File: config.mk
export PLATFORM = sky130hd
export DESIGN_NAME = shift_deser
export DESIGN_NICKNAME = d
export VERILOG_FILES = /design/src/rtl/shift_deser.sv
export SDC_FILE = /design/constraint.sdc
export NUM_CORES = 1
export LEC_CHECK = 0
export BUFFER_PORTS_ARGS = -buffer_cell sky130_fd_sc_hd__buf_2
export CAP_MARGIN = 10
export CORE_MARGIN = 8
export CORE_UTILIZATION = 39
export DETAILED_ROUTE_END_ITERATION = 8
export GPL_TIMING_DRIVEN = 1
export PLACE_DENSITY_LB_ADDON = 0.15
export SYNTH_ARGS = -nofsm -noshare
export SYNTH_HDL_FRONTEND = slang
export SYNTH_SLANG_ARGS = --single-unit
File: constraint.sdc
create_clock -name clk -period 1.8 [get_ports clk]
set_clock_uncertainty 0.05 [all_clocks]
set_input_delay 0.45 -clock clk [delete_from_list [all_inputs] [get_ports clk]]
set_output_delay 0.45 -clock clk [all_outputs]
set_load 0.01 [all_outputs]
File: src/rtl/shift_deser.sv
// shift_deser: serial-to-parallel receiver rebuilding WIDTH-bit words from SHIFT_AMOUNT-bit beats,
// delivered through a one-word valid/ready holding register with a sticky overrun flag.
module shift_deser #(
    parameter int WIDTH           = 8,
    parameter     SHIFT_DIRECTION = "RIGHT",
    parameter int SHIFT_AMOUNT    = 1
) (
    input  logic                    clk,
    input  logic                    rst,
    input  logic [SHIFT_AMOUNT-1:0] si,
    input  logic                    si_valid,
    input  logic                    si_start,
    output logic [WIDTH-1:0]        po,
    output logic                    po_valid,
    input  logic                    po_ready,
    output logic                    busy,
    output logic                    overrun
);
    localparam int BEATS = WIDTH / SHIFT_AMOUNT;
    localparam int CW    = $clog2(BEATS) + 1;

    typedef enum logic {IDLE, RECV} state_t;

    state_t           state_q, state_d;
    logic [WIDTH-1:0] sr_q, sr_d, po_q, po_d, shifted;
    logic [CW-1:0]    cnt_q, cnt_d, cnt_inc;
    logic             po_valid_q, po_valid_d, overrun_q, overrun_d;
    logic             beat, complete, xfer;

    if (WIDTH == SHIFT_AMOUNT) begin : g_whole
        assign shifted = si;
    end else if (SHIFT_DIRECTION == "RIGHT") begin : g_right
        assign shifted = {si, sr_q[WIDTH-1:SHIFT_AMOUNT]};
    end else begin : g_left
        assign shifted = {sr_q[WIDTH-SHIFT_AMOUNT-1:0], si};
    end

    always_comb begin
        beat       = si_valid && (si_start || state_q == RECV);
        cnt_inc    = si_start ? CW'(1) : cnt_q + CW'(1);
        complete   = beat && cnt_inc == CW'(BEATS);
        xfer       = po_valid_q && po_ready;
        sr_d       = beat ? shifted : sr_q;
        cnt_d      = beat ? (complete ? '0 : cnt_inc) : cnt_q;
        state_d    = beat ? (complete ? IDLE : RECV) : state_q;
        // a completed word only lands if the holding register is empty or emptying this edge
        po_d       = (complete && (!po_valid_q || xfer)) ? shifted : po_q;
        po_valid_d = complete || (po_valid_q && !xfer);
        overrun_d  = overrun_q || (complete && po_valid_q && !xfer);
    end

    always_ff @(posedge clk) begin
        if (rst) begin
            state_q    <= IDLE;
            sr_q       <= '0;
            cnt_q      <= '0;
            po_q       <= '0;
            po_valid_q <= 1'b0;
            overrun_q  <= 1'b0;
        end else begin
            state_q    <= state_d;
            sr_q       <= sr_d;
            cnt_q      <= cnt_d;
            po_q       <= po_d;
            po_valid_q <= po_valid_d;
            overrun_q  <= overrun_d;
        end
    end

    assign po       = po_q;
    assign po_valid = po_valid_q;
    assign busy     = state_q == RECV;
    assign overrun  = overrun_q;
endmodule
# ---- Word level (Yosys, flattened, before mapping)
# Index checks and enable logic that the tools add are counted.
dict set report word_totals {
  ff_bits 23
  inputBits 6
  output_inout_bits 11
  word_cells 24
}
dict set report op_classes {
  n_addsub 1
  n_eq_ne 1
  n_mux 3
  reduce_logical 13
}
# op n
set op_table {}
lappend op_table {{$mux 4} 2}
lappend op_table {{$logic_and 1x1->1} 7}
lappend op_table {{$add 4x1->4 const B} 1}
lappend op_table {{$eq 4x4->1 const B} 1}
lappend op_table {{$logic_or 1x1->1} 4}
lappend op_table {{$logic_not 1->1} 2}
lappend op_table {{$mux 1} 1}

# ---- Depth between registers and ports, before layout
dict set report depth {
  word_depth 7
  ltp_mapped 6
  depth_no_buf 5
}

# ---- Least setup slack after synthesis
# Ideal clock, no wire load.
dict set report synth_timing {
  kind {reg-to-reg}
  startpoint {reg cnt_q[0]}
  endpoint {reg po_q[0] (netlist: po[0])}
  arrival_time_ns 1.429
  required_ns 1.678
  setup_slack_ns 0.250
  path_stages_with_launch 7
  path_cell_list {dfxtp_1 -> ha_1 -> xor2_1 -> nor3b_2 -> and4_1 -> buf_6 -> mux2i_1}
}
dict set report synth_via {
  elab_chain_len 5
}
# item line_no
set synth_lines {}
lappend synth_lines {{from (decl)} 26} ;# logic [CW-1:0] cnt_q, cnt_d, cnt_inc;
lappend synth_lines {{from (signal assigned)} 63} ;# cnt_q <= cnt_d;
lappend synth_lines {{$add 4x1->4} 40} ;# cnt_inc = si_start ? CW'(1) : cnt_q + CW'(1);
lappend synth_lines {{$mux 4} 40}
lappend synth_lines {{$eq 4x4->1} 41} ;# complete = beat && cnt_inc == CW'(BEATS);
lappend synth_lines {{$logic_and 1x1->1} 41}
lappend synth_lines {{$logic_and 1x1->1} 47} ;# po_d = (complete && (!po_valid_q || xfer)) ? shifted : po_q;
lappend synth_lines {{to (signal assigned)} 64} ;# po_q <= po_d;
lappend synth_lines {{to (decl)} 25} ;# logic [WIDTH-1:0] sr_q, sr_d, po_q, po_d, shifted;
# Every way passes these cells.
# A chain may end at the register's enable or synchronous reset.

# ---- Worst setup path in the final report
dict set report layout_timing {
  startpoint {reg cnt_q[0]}
  endpoint {reg po_q[1] (netlist: po[1])}
}
# Same word-level chain as after synthesis.

==> flow_summary.json <==
{
  "stdcell_area_mm2": 0.00112,
  "instances_no_fill": 152,
  "wl_per_cell_um": 12.3,
  "synth_ff_type": "dfxtp_1",
  "setup_viol": 0,
  "netlist.area_leader.share": 0.465,
  "finalHoldViolations": 0,
  "synth_area_per_cell_um2": 9.38,
  "grt-ovfl-total": 0,
  "synth_edf_count": 0,
  "ys_types": 26,
  "power_leakage_uw": 0.000435,
  "pin_count": 17,
  "nets": 130,
  "antenna_found_initial": 0,
  "slowest_delay_ps": 360,
  "numCtsBuffers": 3,
  "fin_tns_setup_ps": 0,
  "critPathLaunch": "cnt_q[0]",
  "crit_family": "simple AND/OR/NAND/NOR gates",
  "drv_slew": 0,
  "dp_hpwl_mm": 1.37,
  "async_flop_share": 0,
  "ys_ff_latch": 22,
  "post_cts_resized": 0,
  "drt_pass1_iterations": 4,
  "max_slew_margin": 0.718,
  "critical_path_class": "flip-flop to flip-flop",
  "status": "finished, final reports clean",
  "synth_warnings": 0,
  "yosys.cell_count.top_type": "dfxtp_1",
  "io_buffers": 16,
  "r2r_end": "po[1]",
  "p_per_area_mw_per_mm2": 751,
  "fp.dieH_um": 65.3,
  "drc": 0,
  "cts_sinks": 22,
  "tightest_slew_ps": 424,
  "area_growth_pct": 18.1,
  "path_clk_slew_ps": 120,
  "cp-start-kind": "flip-flop",
  "reg2reg_from": "cnt_q[0]",
  "synthCells": 101,
  "clockBufferDepth": 2,
  "clkLatencyLatePin_ps": 310,
  "dp_cells": 148,
  "routed-via-count": 742,
  "die_x_um": 65.3,
  "cts_tree": "built",
  "synth_area_um2": 947,
  "root_buffer": "clkbuf_4",
  "drtIter0Drc": 9,
  "final_util": 0.469,
  "synthTopCellsByCount": "dfxtp_1 (22), nand2b_1 (18), nand2_1 (16), a21oi_1 (10), mux2i_1 (8)",
  "crit_chain": "ha_1 > xor2_1 > nor3b_2 > and4_1 > buf_4 > mux2i_1",
  "hold_end": "sr_q[7]",
  "routabilityCongestion": 0.812,
  "dieArea_mm2": 0.00426,
  "vias_per_cell": 4.88,
  "reg2reg_depth": 6,
  "grt_pass1_vias": 710,
  "synth_area_leaders": "dfxtp_1 (46%), nand2b_1 (12%), mux2i_1 (8.5%), nand2_1 (6.3%), a21oi_1 (5.3%)",
  "power_uw": 840,
  "cp.arrival_ps": 1830,
  "post_cts_buffers": 0,
  "critPathBufInv": 1,
  "rsz0062_at_grt": "false",
  "dpl_cell_area_mm2": 0.00108,
  "synth_nets": 108,
  "drive_gt1_frac": 0.262,
  "worstPathRequired_ps": 2000,
  "diodes": 0,
  "vdd_drop_max_uv": 460,
  "grt_pass1_wl_mm": 3.21,
  "cp_slowest_cell": "dfxtp_1",
  "finalCritPeriodShare": 0.910,
  "grt_max_degree": 32,
  "worstHoldStart": "si",
  "fmax_ghz": 0.610,
  "period_needed_ps": 1640,
  "cts-hold-fix-buffers": 0,
  "row_count": 18,
  "coreArea_mm2": 0.00239,
  "hold_class": "input port to flip-flop",
  "crit_fanout": 5,
  "ctsHtreeMaxLevel": 1,
  "rrSetupSlack_ps": 160,
  "routed_wl_mm": 1.87,
  "ys_seq_area_frac": 0.465,
  "initial_core_util": 0.397,
  "end_kind": "flip-flop",
  "cap_violations": 0,
  "whs_path_depth": 3,
  "grtUsageTotal": 0.0954,
  "detail-route-antenna-nets": 0,
  "synth_area_leader_cell": "dfxtp_1"
}
tightest hold or removal path, stage by stage:
cell,delay (ps)
buf_2,110
nand2_1,50
a21oi_1,50
layout by cell type, fill, tap and decap left out, drive strengths merged:
master  netlist  layout
a31o          1       1
buf           2      22
mux2i         8       8
nand3b        1       1
and4          1       1
dfxtp        22      22
clkbuf        3       4
o21a          1       1
a211oi        1       1
a32oi         1       1
a21oi        10      10
mux2          1       1
xor2          1       1
xnor2         1       1
ha            1       1
o21ai         2       2
nand3         2       2
nor2          3       3
a22oi         1       1
nand2b       18      18
o31ai         1       1
nand2        16      16
nor3b         2       2
inv           1       1
cell type report:
type | count | area (µm²)
tap | 30 | 37.5
inverter | 1 | 3.75
timing repair buffer | 22 | 125
fill | 250 | 1270
multi-input combinational | 73 | 475
clock buffer | 4 | 36.3
sequential | 22 | 440
layer usage:
| layer | vias to the layer above | share of wire | global-route usage |
|---|---|---|---|
| li1 | 384 | - | - |
| met1 | 341 | 0.48 | 0.117 |
| met2 | 12 | 0.44 | 0.143 |
| met3 | 5 | 0.053 | 0.0255 |
| met4 | 0 | 0.026 | 0.0654 |
| met5 | - | 0 | 0 |
stage by stage:
stage | setup WS [ps] | hold WS (ps)
after floorplan | 250 | 387
after global placement | 249 | 392
after detailed placement | 196 | 406
after CTS | 152 | 317
after global routing | 66.2 | 315
final | 161 | 333
power breakdown:
group | switching, µW | leakage (µW) | internal (µW)
clock network | 152 | 0.0000210 | 124
logic | 35.2 | 0.000236 | 30.8
registers | 5.26 | 0.000178 | 493
cell families after synthesis:
| kind of cell | after synthesis | share of synthesized area |
|---|---|---|
| DFF | 22 | 0.465 |
| xor gates and xnor gates | 2 | 0.0264 |
| buffers and inverters | 6 | 0.0330 |
| AOI/OAI and AO/OA | 18 | 0.118 |
| adders and majority gates | 1 | 0.0132 |
| and+or+nand+nor | 43 | 0.248 |
| muxes | 9 | 0.0964 |
registers in the layout (all words and copies together), names as in the netlist:
register / count
po: 8
overrun: 1
cnt_q: 4
busy: 1
sr_q: 7
po_valid: 1
worst max path at each step:
stage | end | cells past startpoint
global placement | po[6] | 6
CTS | po[1] | 6
floorplan | po[0] | 6
detailed placement | po[1] | 6
global route | po[6] | 6
finish | po[1] | 6
Power figures use the tool's default switching activity.
